### config.mk
export PLATFORM = sky130hd
export DESIGN_NAME = coin_pulse_gen_flat
export DESIGN_NICKNAME = d
export VERILOG_FILES = /design/src/rtl/coin_pulse_gen_pkg.sv /design/src/rtl/coin_pulse_gen_if.sv /design/src/rtl/coin_pulse_gen_debounce.sv /design/src/rtl/coin_pulse_gen.sv /design/src/flat_wrapper.sv
export SDC_FILE = /design/constraint.sdc
export NUM_CORES = 1
export LEC_CHECK = 0
export CORE_MARGIN = 2
export CORE_UTILIZATION = 45
export DETAILED_ROUTE_END_ITERATION = 10
export HOLD_SLACK_MARGIN = 0.02
export PLACE_DENSITY = 0.66
export SYNTH_ARGS = -nofsm -noshare
export SYNTH_HDL_FRONTEND = slang
export SYNTH_SLANG_ARGS = --single-unit
### constraint.sdc
create_clock -name clk -period 1.35 [get_ports clk]
set_input_delay 0.2025 -clock clk [delete_from_list [all_inputs] [get_ports clk]]
set_output_delay 0.2025 -clock clk [all_outputs]
set_load 0.005 [all_outputs]
### src/rtl/coin_pulse_gen_pkg.sv
// Shared definitions for the coin front end: default timing parameters
// and the output-select encoding used by the pulse arbiter.
package coin_pkg;

  localparam int DEF_DEBOUNCE_CYCLES = 4;
  localparam int DEF_JAM_CYCLES      = 1000;

  typedef enum logic [1:0] {
    COIN_NONE   = 2'd0,
    COIN_NICKEL = 2'd1,
    COIN_DIME   = 2'd2
  } coin_e;

endpackage

### src/rtl/coin_pulse_gen_if.sv
// Coin front-end signal bundle: raw sensors and accept enable in,
// clean coin pulses and status out. Clock and reset travel separately.
interface coin_pulse_gen_if;

  logic nickel_raw;
  logic dime_raw;
  logic accept_en;
  logic D;
  logic N;
  logic jam;
  logic reject;

  // Stimulus side (sensors / controller)
  modport master (
    output nickel_raw, dime_raw, accept_en,
    input  D, N, jam, reject
  );

  // Coin front-end side
  modport slave (
    input  nickel_raw, dime_raw, accept_en,
    output D, N, jam, reject
  );

endinterface

### src/rtl/coin_pulse_gen_debounce.sv
// One sensor channel: 2-flop synchronizer, level debouncer, rising-edge
// detect (asserted in the cycle before the debounced level goes high) and
// a saturating jam timer.
module coin_debounce
  import coin_pkg::*;
#(
  parameter int DEBOUNCE_CYCLES = DEF_DEBOUNCE_CYCLES,
  parameter int JAM_CYCLES      = DEF_JAM_CYCLES
) (
  input  logic clk,
  input  logic rstn,
  input  logic raw,
  output logic rise,
  output logic jam
);

  localparam int                CNT_W   = $clog2(DEBOUNCE_CYCLES);
  localparam logic [CNT_W-1:0]  CNT_MAX = CNT_W'(DEBOUNCE_CYCLES - 1);
  localparam int                JAM_W   = $clog2(JAM_CYCLES + 1);
  localparam logic [JAM_W-1:0]  JAM_MAX = JAM_W'(JAM_CYCLES);
  localparam logic [JAM_W-1:0]  JAM_PRE = JAM_W'(JAM_CYCLES - 1);

  logic             r_s1;
  logic             r_s2;
  logic             r_db;
  logic [CNT_W-1:0] r_cnt;
  logic [JAM_W-1:0] r_jam_cnt;
  logic             r_jam;

  logic             w_flip;
  logic             w_rise;
  logic             w_fall;

  // The debounced level changes on the next edge when the disagreement
  // has already lasted DEBOUNCE_CYCLES-1 cycles.
  assign w_flip = (r_s2 != r_db) && (r_cnt == CNT_MAX);
  assign w_rise = w_flip &  r_s2;
  assign w_fall = w_flip & ~r_s2;

  assign rise = w_rise;
  assign jam  = r_jam;

  // Two-flop synchronizer, nothing between the stages
  always_ff @(posedge clk or negedge rstn) begin
    if (!rstn) begin
      r_s1 <= 1'b0;
      r_s2 <= 1'b0;
    end else begin
      r_s1 <= raw;
      r_s2 <= r_s1;
    end
  end

  // Debounce: accept a new level only after it holds DEBOUNCE_CYCLES cycles
  always_ff @(posedge clk or negedge rstn) begin
    if (!rstn) begin
      r_db  <= 1'b0;
      r_cnt <= '0;
    end else if (r_s2 == r_db) begin
      r_cnt <= '0;
    end else if (r_cnt == CNT_MAX) begin
      r_db  <= r_s2;
      r_cnt <= '0;
    end else begin
      r_cnt <= r_cnt + 1'b1;
    end
  end

  // Jam timer: count debounced-high cycles, flag at JAM_CYCLES, clear on release
  always_ff @(posedge clk or negedge rstn) begin
    if (!rstn) begin
      r_jam_cnt <= '0;
      r_jam     <= 1'b0;
    end else if (w_fall) begin
      r_jam_cnt <= '0;
      r_jam     <= 1'b0;
    end else if (r_db && (r_jam_cnt != JAM_MAX)) begin
      r_jam_cnt <= r_jam_cnt + 1'b1;
      if (r_jam_cnt == JAM_PRE) begin
        r_jam <= 1'b1;
      end
    end
  end

endmodule

### src/rtl/coin_pulse_gen.sv
// Coin front end top: two debounced sensor channels feeding a one-pulse-
// per-cycle arbiter. Dime wins a tie; the loser waits in a one-deep pending
// flag and has priority next cycle. Pulses issued while accept_en is low
// come out as reject instead of D/N.
module coin_pulse_gen
  import coin_pkg::*;
#(
  parameter int DEBOUNCE_CYCLES = DEF_DEBOUNCE_CYCLES,
  parameter int JAM_CYCLES      = DEF_JAM_CYCLES
) (
  input logic              clk,
  input logic              rstn,
  coin_pulse_gen_if.slave  bus
);

  logic  w_rise_n;
  logic  w_rise_d;
  logic  w_jam_n;
  logic  w_jam_d;

  coin_e w_sel;
  logic  w_pend_n_nxt;
  logic  w_pend_d_nxt;

  logic  r_pend_n;
  logic  r_pend_d;
  logic  r_d;
  logic  r_n;
  logic  r_reject;

  coin_debounce #(
    .DEBOUNCE_CYCLES (DEBOUNCE_CYCLES),
    .JAM_CYCLES      (JAM_CYCLES)
  ) u_nickel (
    .clk  (clk),
    .rstn (rstn),
    .raw  (bus.nickel_raw),
    .rise (w_rise_n),
    .jam  (w_jam_n)
  );

  coin_debounce #(
    .DEBOUNCE_CYCLES (DEBOUNCE_CYCLES),
    .JAM_CYCLES      (JAM_CYCLES)
  ) u_dime (
    .clk  (clk),
    .rstn (rstn),
    .raw  (bus.dime_raw),
    .rise (w_rise_d),
    .jam  (w_jam_d)
  );

  // Arbitration: pending entries first, then a new dime, then a new nickel;
  // any event not issued this cycle is parked in its pending flag.
  always_comb begin
    w_sel        = COIN_NONE;
    w_pend_n_nxt = r_pend_n;
    w_pend_d_nxt = r_pend_d;
    if (r_pend_d) begin
      w_sel        = COIN_DIME;
      w_pend_d_nxt = w_rise_d;
      w_pend_n_nxt = r_pend_n | w_rise_n;
    end else if (r_pend_n) begin
      w_sel        = COIN_NICKEL;
      w_pend_n_nxt = w_rise_n;
      w_pend_d_nxt = w_rise_d;
    end else if (w_rise_d) begin
      w_sel        = COIN_DIME;
      w_pend_n_nxt = w_rise_n;
    end else if (w_rise_n) begin
      w_sel        = COIN_NICKEL;
    end
  end

  // Registered pulses and pending flags; accept_en applies at issue time
  always_ff @(posedge clk or negedge rstn) begin
    if (!rstn) begin
      r_pend_n <= 1'b0;
      r_pend_d <= 1'b0;
      r_d      <= 1'b0;
      r_n      <= 1'b0;
      r_reject <= 1'b0;
    end else begin
      r_pend_n <= w_pend_n_nxt;
      r_pend_d <= w_pend_d_nxt;
      r_d      <= bus.accept_en  && (w_sel == COIN_DIME);
      r_n      <= bus.accept_en  && (w_sel == COIN_NICKEL);
      r_reject <= !bus.accept_en && (w_sel != COIN_NONE);
    end
  end

  assign bus.D      = r_d;
  assign bus.N      = r_n;
  assign bus.reject = r_reject;
  assign bus.jam    = w_jam_n | w_jam_d;

endmodule
### src/flat_wrapper.sv
// flat-port wrapper written by rule: the top's interface ports become plain ports
module coin_pulse_gen_flat import coin_pkg::*;
#(
  parameter int DEBOUNCE_CYCLES = DEF_DEBOUNCE_CYCLES,
  parameter int JAM_CYCLES      = DEF_JAM_CYCLES
)
  (clk, rstn, bus_nickel_raw, bus_dime_raw, bus_accept_en, bus_D, bus_N, bus_jam, bus_reject);
  coin_pulse_gen_if bus_i ();
  input logic clk;
  input logic rstn;
  input wire logic [$bits(bus_i.nickel_raw)-1:0] bus_nickel_raw;
  input wire logic [$bits(bus_i.dime_raw)-1:0] bus_dime_raw;
  input wire logic [$bits(bus_i.accept_en)-1:0] bus_accept_en;
  output wire logic [$bits(bus_i.D)-1:0] bus_D;
  output wire logic [$bits(bus_i.N)-1:0] bus_N;
  output wire logic [$bits(bus_i.jam)-1:0] bus_jam;
  output wire logic [$bits(bus_i.reject)-1:0] bus_reject;
  assign bus_i.nickel_raw = bus_nickel_raw;
  assign bus_i.dime_raw = bus_dime_raw;
  assign bus_i.accept_en = bus_accept_en;
  assign bus_D = bus_i.D;
  assign bus_N = bus_i.N;
  assign bus_jam = bus_i.jam;
  assign bus_reject = bus_i.reject;
  coin_pulse_gen #(.DEBOUNCE_CYCLES(DEBOUNCE_CYCLES), .JAM_CYCLES(JAM_CYCLES)) u_core (.clk(clk), .rstn(rstn), .bus(bus_i));
endmodule
---- Yosys cells after proc, flatten, opt, wreduce, memory -nomap -nowiden ----
Index checks and enable logic that the tools add are counted.
Widths: inputs -> output; s select.
word-level totals
  register bits ........................... 37
  bits of input ports ..................... 5
  logic and storage cells ................. 83
operators by class
  $add $sub $neg .......................... 4
  eq/ne operators ......................... 12
  mux-type cells .......................... 23
  bitwise operators ....................... 10
  reduce and logical (&&, ||, !) cells .... 17
operator list
  cell                   number
  $mux 10                4
  $add 10x1->10 const B  2
  $eq 10x10->1 const B   2
  $ne 10x10->1 const B   2
  $mux 2                 7
  $mux 1                 12
  $reduce_bool 2->1      5
  $reduce_and 2->1       4
  $logic_and 1x1->1      7
  $eq 2x2->1 const B     3
  $add 2x1->2 const B    2
  $and 1x1->1            4
  $not 1->1              4
  $eq 1x1->1             2
  $eq 2x1->1 const B     1
  $ne 1x1->1             2
  $or 1x1->1             2
  $logic_not 1->1        1

---- Logic depth before layout (Yosys ltp) ----
Gate-level depths: netlist (run 1).
  depth after elaboration ................. 9
  depth in mapped cells ................... 5
  mapped depth without buffers ............ 5

---- Cells and area by module ----
From an unflattened synthesis (run 1), not the netlist that was laid out.
second synthesis, totals
  cells, all modules ...................... 165
  area total of the unflattened synthesis .. 1,769.2 um2
modules (own cells, without submodules)
  module                            times used  cells each  area an instance (um2)  sequential area each (um2)
  coin_debounce at u_core.u_dime    1           74          794.5                   400.4
  coin_debounce at u_core.u_nickel  1           74          778.2                   400.4
  coin_pulse_gen                    1           17          196.4                   125.1

---- Worst setup path before layout (run 1) ----
OpenSTA, ideal clock, no wires.
  path type ............................... reg2reg
  from .................................... register u_core.u_dime.r_cnt[0]
  to ...................................... register u_core.u_dime.r_jam_cnt[2]
  library setup time ...................... 0.076 ns
  data arrival time ....................... 1.367 ns
  required time ........................... 1.274 ns
  setup slack ............................. -0.093 ns
  stages on the path, launching flop included .. 6
  buffers on the path ..................... 1
  period minus slack after synthesis ...... 1.443 ns
  cell sequence ........................... dfrtp_1 -> ha_1 -> and3b_1 -> clkbuf_1 -> or3_1 -> o21ai_1
between the ends
  word-level cells in the longest chain between the ends .. 4
  elaborated cells on any way between the ends .. 5
  classes of those cells .................. eq/ne: 1; mux: 1; bitwise: 1; reduce/logical: 2
ends and longest elaborated chain
  what                                          line                           RTL
  from (decl)                                   coin_pulse_gen_debounce.sv:26  logic [CNT_W-1:0] r_cnt;
  from (signal assigned)                        coin_pulse_gen_debounce.sv:65  r_cnt <= r_cnt + 1'b1;
  $eq 2x2->1 *                                  coin_pulse_gen_debounce.sv:36  assign w_flip = (r_s2 != r_db) && (r_cnt == CNT_MAX);
  $logic_and 1x1->1 *                           coin_pulse_gen_debounce.sv:36
  $and 1x1->1 *                                 coin_pulse_gen_debounce.sv:38  assign w_fall = w_flip & ~r_s2;
  $mux 10 or $reduce_bool 2->1 (tied branches)  --
  to (signal assigned)                          coin_pulse_gen_debounce.sv:78  r_jam_cnt <= r_jam_cnt + 1'b1;
  to (decl)                                     coin_pulse_gen_debounce.sv:27  logic [JAM_W-1:0] r_jam_cnt;
Every way passes the cells marked *; elsewhere a longest branch is shown, timed or not.
A chain may end at the register's enable or synchronous reset.

---- Worst setup path in the final report (run 1) ----
  from .................................... register u_core.u_nickel.r_jam_cnt[0]
  to ...................................... register u_core.u_nickel.r_jam_cnt[6]
between the ends
  word-level cells in the longest chain between the ends .. 3
  elaborated cells on any way between the ends .. 6
  classes of those cells .................. add/sub: 1; eq/ne: 1; mux: 2; reduce/logical: 2
ends and longest elaborated chain
  what                                           line                                                          RTL
  from (decl)                                    coin_pulse_gen_debounce.sv:27
  from (signal assigned)                         coin_pulse_gen_debounce.sv:78
  $add 10x1->10 or $ne 10x10->1 (tied branches)  coin_pulse_gen_debounce.sv:78, coin_pulse_gen_debounce.sv:77
  $mux 10 or $logic_and 1x1->1 (tied branches)   coin_pulse_gen_debounce.sv:77                                 end else if (r_db && (r_jam_cnt != JAM_MAX)) begin
  $mux 10 or $reduce_bool 2->1 (tied branches)   --
Parallel ways exist; a longest one is shown, timed or not. The select of a mux whose other input is x is not followed.

==> results of run 1 <==
-- per-stage QoR --
stage,util [%],total power [mW]
after global routing,64.7,4.17
after CTS,60.9,3.74
final,64.7,3.87
after detailed placement,57.0,2.86
after floorplan,-,2.35
after global placement,57.0,2.77
-- critical path: stages (launching register included) --
cell and delay, ps:
dfrtp_1 420, ha_2 240, nand3_4 70, or4_1 470, a21oi_1 130
-- routing by layer --
| layer | global-route usage [%] | vias up | routed length (um) |
|---|---|---|---|
| li1 | - | 704 | - |
| met1 | 23.9 | 736 | 1720 |
| met2 | 33.3 | 21 | 2030 |
| met3 | 4.05 | 7 | 78 |
| met4 | 6.89 | 0 | 58 |
| met5 | 0 | - | 0 |
-- area by class of cell --
class,count,share of cell area [%]
Multi-Input combinational cell,118,40.6
Sequential cell,37,38.6
Timing Repair Buffer,37,12.7
Clock buffer,7,3.98
Tap cell,48,2.48
Inverter,9,1.39
Clock inverter,1,0.207
-- cells in the mapped netlist (5+ instances only) --
library cell	number	area share (%)
or4_1	8	3.4
nand3b_1	5	2.1
nand3_1	12	3.4
ha_1	6	4.2
o22ai_1	6	2.1
a21oi_1	12	3.4
o31ai_1	8	3.4
inv_1	9	1.9
dfrtp_1	37	52
-- kinds of logic after synthesis --
logic type	Yosys count	share of synthesized area [%]
mux	3	1.82
xor+xnor	4	1.97
compound gates	39	14.1
buf+inv	13	2.88
flops	37	51.9
fa+ha+maj	6	4.21
simple gates	66	23.1
-- registers in the layout, indices dropped and copies added (netlist names), 2 cells and up --
name	flops
u_core.u_dime.r_jam_cnt	10
u_core.u_dime.r_cnt	2
u_core.u_nickel.r_cnt	2
u_core.u_nickel.r_jam_cnt	10
-- cells in the final DEF (no fill, tap or decap), drive strengths merged, types with 4 or more instances in the layout --
cell and n:
dfrtp 37, buf 30, nand3 13, a21oi 12
inv 9, o31ai 8, or4 8, clkbuf 7
o22ai 6, clkdlybuf4s50 6, ha 6, nand3b 5
o21ai 5, nand4 5, nand2 5, nor2 4
nand2b 4, nor2b 4
-- path summary, 6_finish.rpt --
check | end | cells after the start | slack, ps | start
setup / recovery | u_core.u_nickel.r_jam_cnt[6] | 4 | -50 | u_core.u_nickel.r_jam_cnt[0]
hold / removal | u_core.u_dime.r_jam_cnt[7] | 2 | 290 | rstn
setup reg to reg | u_core.u_nickel.r_jam_cnt[6] | 4 | -50 | u_core.u_nickel.r_jam_cnt[0]
hold reg to reg | u_core.u_dime.r_s2 | 0 | 350 | u_core.u_dime.r_s1
max in group asynchronous | u_core.u_nickel.r_jam_cnt[3] | 2 | 850 | rstn
min in group clk | u_core.u_dime.r_s2 | 0 | 350 | u_core.u_dime.r_s1
-- what timing repair did --
| action | CTS | global route |
|---|---|---|
| gates resized for setup | 15 | 31 |
| pin swaps | 10 | 12 |
| setup endpoints to repair | 13 | 20 |
| hold buffers | 0 | 0 |
| cloned | 0 | 0 |
| setup buffers | 3 | 2 |
-- power breakdown --
group	switching [mW]	internal [mW]
Clock	0.366	0.461
Sequential	0.317	1.36
Combinational	0.644	0.720
Total	1.33	2.54
==> out/metrics.cfg, run 1 <==
[synthesis]
synth-main-ff-cell=dfrtp_1
syn_area_per_cell_um2=10.6
synthesis.nets=179
yosysWarnings=0
netlist_area_um2=1780
synthArstFlopShare_pct=100
synth.distinct_cells=40
synth-seq-cells=37
postSynthCellCount=168
synth_seq_area_share_pct=51.9
synth-edff-count=0

[die]
die_area_um2=4480
num_io_pins=9
row_count=22
die_w_um=66.9
coreArea_um2=3740
die_h_um=66.9
initial_core_util_pct=47.6

[worst_setup_path]
cp_max_fo=4
cp.arrival_ps=1600
path_class=reg2reg
crit_path_start_kind=flop
required_ps=1550
critPathCaptureType=flop

[layout]
multi_input_comb_area_um2=985
design_area_um2=2420
nFillCells=316
regArea_um2=936
antennaDiodeCount=0
drive_above_1_share_pct=39.2
final_cells=257
syn_to_final_growth_pct=35.9
nets=219

[sta]
grt_setup_unrepaired=true
fmax_mhz=715
max_slew_margin_pct=79.1
period_share_pct=104
fin_setup_tns_ps=-150
hold_viol=0
setup_violations=6
layout_setup_ws_ps=-48.1
period_minus_slack_ps=1400
tightest_slew_ps=310
worst_clock_skew_ps=4.27
slew_viol_final=0
holdWs_ps=293

[drt]
wl_per_cell_um=15.1
firstDrtPassIters=4
vias=1468
ant_nets=0
route.detailed.drc=0
drt_iter0_markers=43
routed_wl_um=3890
vias_per_cell=5.71

[clocking]
cts_tree=built
clock_latency_ps=280
cts.sinks=37
htree_levels=2
path_clk_slew_ps=70
clockBufferDepth=2
ctsRootBufferMaster=clkbuf_8
numCtsBuffers=5

[worst_hold_path]
hp-class=in2async

[global_route]
grt_use_total_pct=19.3
grt_pass1_vias=1502
antenna_found_initial=0
grt_pass1_wl_um=6540
grt_max_degree=38
grt_overflow=0

[flow_run]
maxCapViolations=0

[pwr]
p_leak_nw=1.03
ir_drop_mv=1.14
powerDensity_nw_per_um2=1600

[placed_design]
dp_hpwl_um=2610
io_buffers=8
placed_area_um2=2130
post-place-ws_ps=-62.6
dp.cells=244
gp_congestion=0.802

[outcome]
status=finished with violations
violations=negative setup slack

No activity file was read; power rests on OpenSTA's default activity.
==> inputs of run 2 (changes only) <==
--- a/config.mk
+++ b/config.mk
@@ -10,6 +10,7 @@
 export DETAILED_ROUTE_END_ITERATION = 10
 export HOLD_SLACK_MARGIN = 0.02
 export PLACE_DENSITY = 0.66
+export SLEW_MARGIN = 0
 export SYNTH_ARGS = -nofsm -noshare
 export SYNTH_HDL_FRONTEND = slang
 export SYNTH_SLANG_ARGS = --single-unit
==> results of run 2 <==
Final layout, timing and power as in run 1 (identical DEF).
==> inputs of run 3 (changes only) <==
--- a/config.mk
+++ b/config.mk
@@ -5,11 +5,12 @@
 export SDC_FILE = /design/constraint.sdc
 export NUM_CORES = 1
 export LEC_CHECK = 0
+export CAP_MARGIN = 20
 export CORE_MARGIN = 2
-export CORE_UTILIZATION = 45
+export CORE_UTILIZATION = 53
 export DETAILED_ROUTE_END_ITERATION = 10
 export HOLD_SLACK_MARGIN = 0.02
-export PLACE_DENSITY = 0.66
+export PLACE_DENSITY = 0.75
 export SLEW_MARGIN = 0
 export SYNTH_ARGS = -nofsm -noshare
 export SYNTH_HDL_FRONTEND = slang
==> out/metrics.cfg, run 3 (synthesis results as in run 1) <==
[outcome]
status=finished with violations
violations=negative setup slack

[sta]
tightest_slew_ps=330
max_slew_margin_pct=77.8
fmax_mhz=691
layout_setup_ws_ps=-97.5
period_minus_slack_ps=1450
slew_viol_final=0
grt_setup_unrepaired=true
hold_viol=0
setup_violations=13
worst_clock_skew_ps=18.6
period_share_pct=107

[worst_setup_path]
critPathBufInv=0
crit_path_start_kind=flop
cp.arrival_ps=1730
cpPeakStageDelay_ps=500
critPathCaptureType=flop
cp_max_fo=4
crit_family=simple AND/OR/NAND/NOR gates
path_cells=ha_2, nand3_2, or4_1, a21oi_1
required_ps=1640
cp_slowest_cell=or4_1
path_class=reg2reg

[drt]
route.detailed.drc=0
wl_per_cell_um=17.3
vias=1594
vias_per_cell=5.93
ant_nets=0
drt_iter0_markers=123
firstDrtPassIters=4
routed_wl_um=4660

[placed_design]
dp_hpwl_um=2640
gp_congestion=0.805
placed_area_um2=2100
io_buffers=8

[clocking]
numCtsBuffers=5
cts.sinks=37
clockBufferDepth=2
path_clk_slew_ps=120
hold_buffers=0
clock_latency_ps=360
ctsRootBufferMaster=clkbuf_4
cts_tree=built
htree_levels=2

[layout]
top_regs=u_core.u_dime.r_jam_cnt: 10 flops, u_core.u_nickel.r_jam_cnt: 10 flops
design_area_um2=2520
syn_to_final_growth_pct=41.3
final_cell_mix=buf_4 (38), dfrtp_1 (31), nand3_1 (8)
antennaDiodeCount=0
final_common_cell=buf_4
nets=233
drive_above_1_share_pct=42.2

[pwr]
power_mw=4.16
p_leak_nw=1.08
ir_drop_mv=1.02
powerDensity_nw_per_um2=1650

[global_route]
grt_busiest_layer=met2
met1_usage_pct=26.3
grt_pass1_vias=1489
use_met2_pct=40.5
grt_max_degree=38
grt_use_total_pct=22.7
grt_use_met3_pct=6.63
grt_overflow=0
grt_pass1_wl_um=6360
antenna_found_initial=0

[die]
die_h_um=62
coreArea_um2=3280
num_io_pins=9
die_area_um2=3840
row_count=21
die_w_um=62
initial_core_util_pct=54.3

[flow_run]
maxCapViolations=0

[worst_hold_path]
hp-class=in2async

run 3: cell types whose count changed in the layout (fill, tap and decap cells not counted), sizes merged:
cell,previous run,this run
bufinv,0,1
dlygate4sd2,0,3
dlymetal6s2s,1,0
clkinv,1,0
clkdlybuf4s50,6,4
buf,30,44
run 3: metal layers:
layer	vias up	share of wire (%)
met1	790	39
met5	-	0
met2	57	52
met3	14	5.2
li1	733	-
met4	0	3.0
run 3: report_power, final:
part           switching (mW)  total [mW]  internal (mW)
Sequential              0.324        1.68           1.36
Combinational           0.755        1.64          0.889
Clock                   0.388       0.830          0.442
Total                    1.47        4.16           2.69
run 3: per-stage QoR:
stage	setup TNS [ps]	worst slack [ps]	utilization, %	hold slack (ps)	instances
6_report	-596	-97.5	76.7	189	269
5_1_grt	-1730	-191	76.7	210	269
4_1_cts	-299	-65.4	70.2	213	255
3_5_place_dp	-350	-75.2	64.0	337	238
3_3_place_gp	-3.48	-3.48	64.0	333	238
2_1_floorplan	0	4.83	-	-93.1	168
run 3: repair_timing:
item	CTS	global route
pin swaps	17	16
resized for setup	25	26
buffers inserted	9	14
endpoints found under the setup margin	17	22
run 3: area by class of cell:
class	count	area (um2)
clock buffers	7	55.1
clock inverters	1	30.0
fillers	203	766
inverters	9	33.8
multi-input cells	118	981
flip-flops and latches	37	933
well taps	46	57.6
repair buffers	51	428
run 3: worst register-to-register path: stages (launching register included):
cell and delay, ps:
dfrtp_1 440, ha_2 210, nand3_2 100, or4_1 500, a21oi_1 130
run 3: path summary, 6_finish.rpt:
check                                        startpoint                            to  slack (ps)  depth (start not counted)
min in group clk                         bus_nickel_raw          u_core.u_nickel.r_s1         280                          1
max                        u_core.u_nickel.r_jam_cnt[0]  u_core.u_nickel.r_jam_cnt[6]        -100                          4
min                                                rstn    u_core.u_dime.r_jam_cnt[7]         190                          2
min reg2reg                        u_core.u_nickel.r_s1          u_core.u_nickel.r_s2         360                          0
max in group asynchronous                          rstn            u_core.u_dime.r_db         930                          2
max reg2reg                u_core.u_nickel.r_jam_cnt[0]  u_core.u_nickel.r_jam_cnt[6]        -100                          4
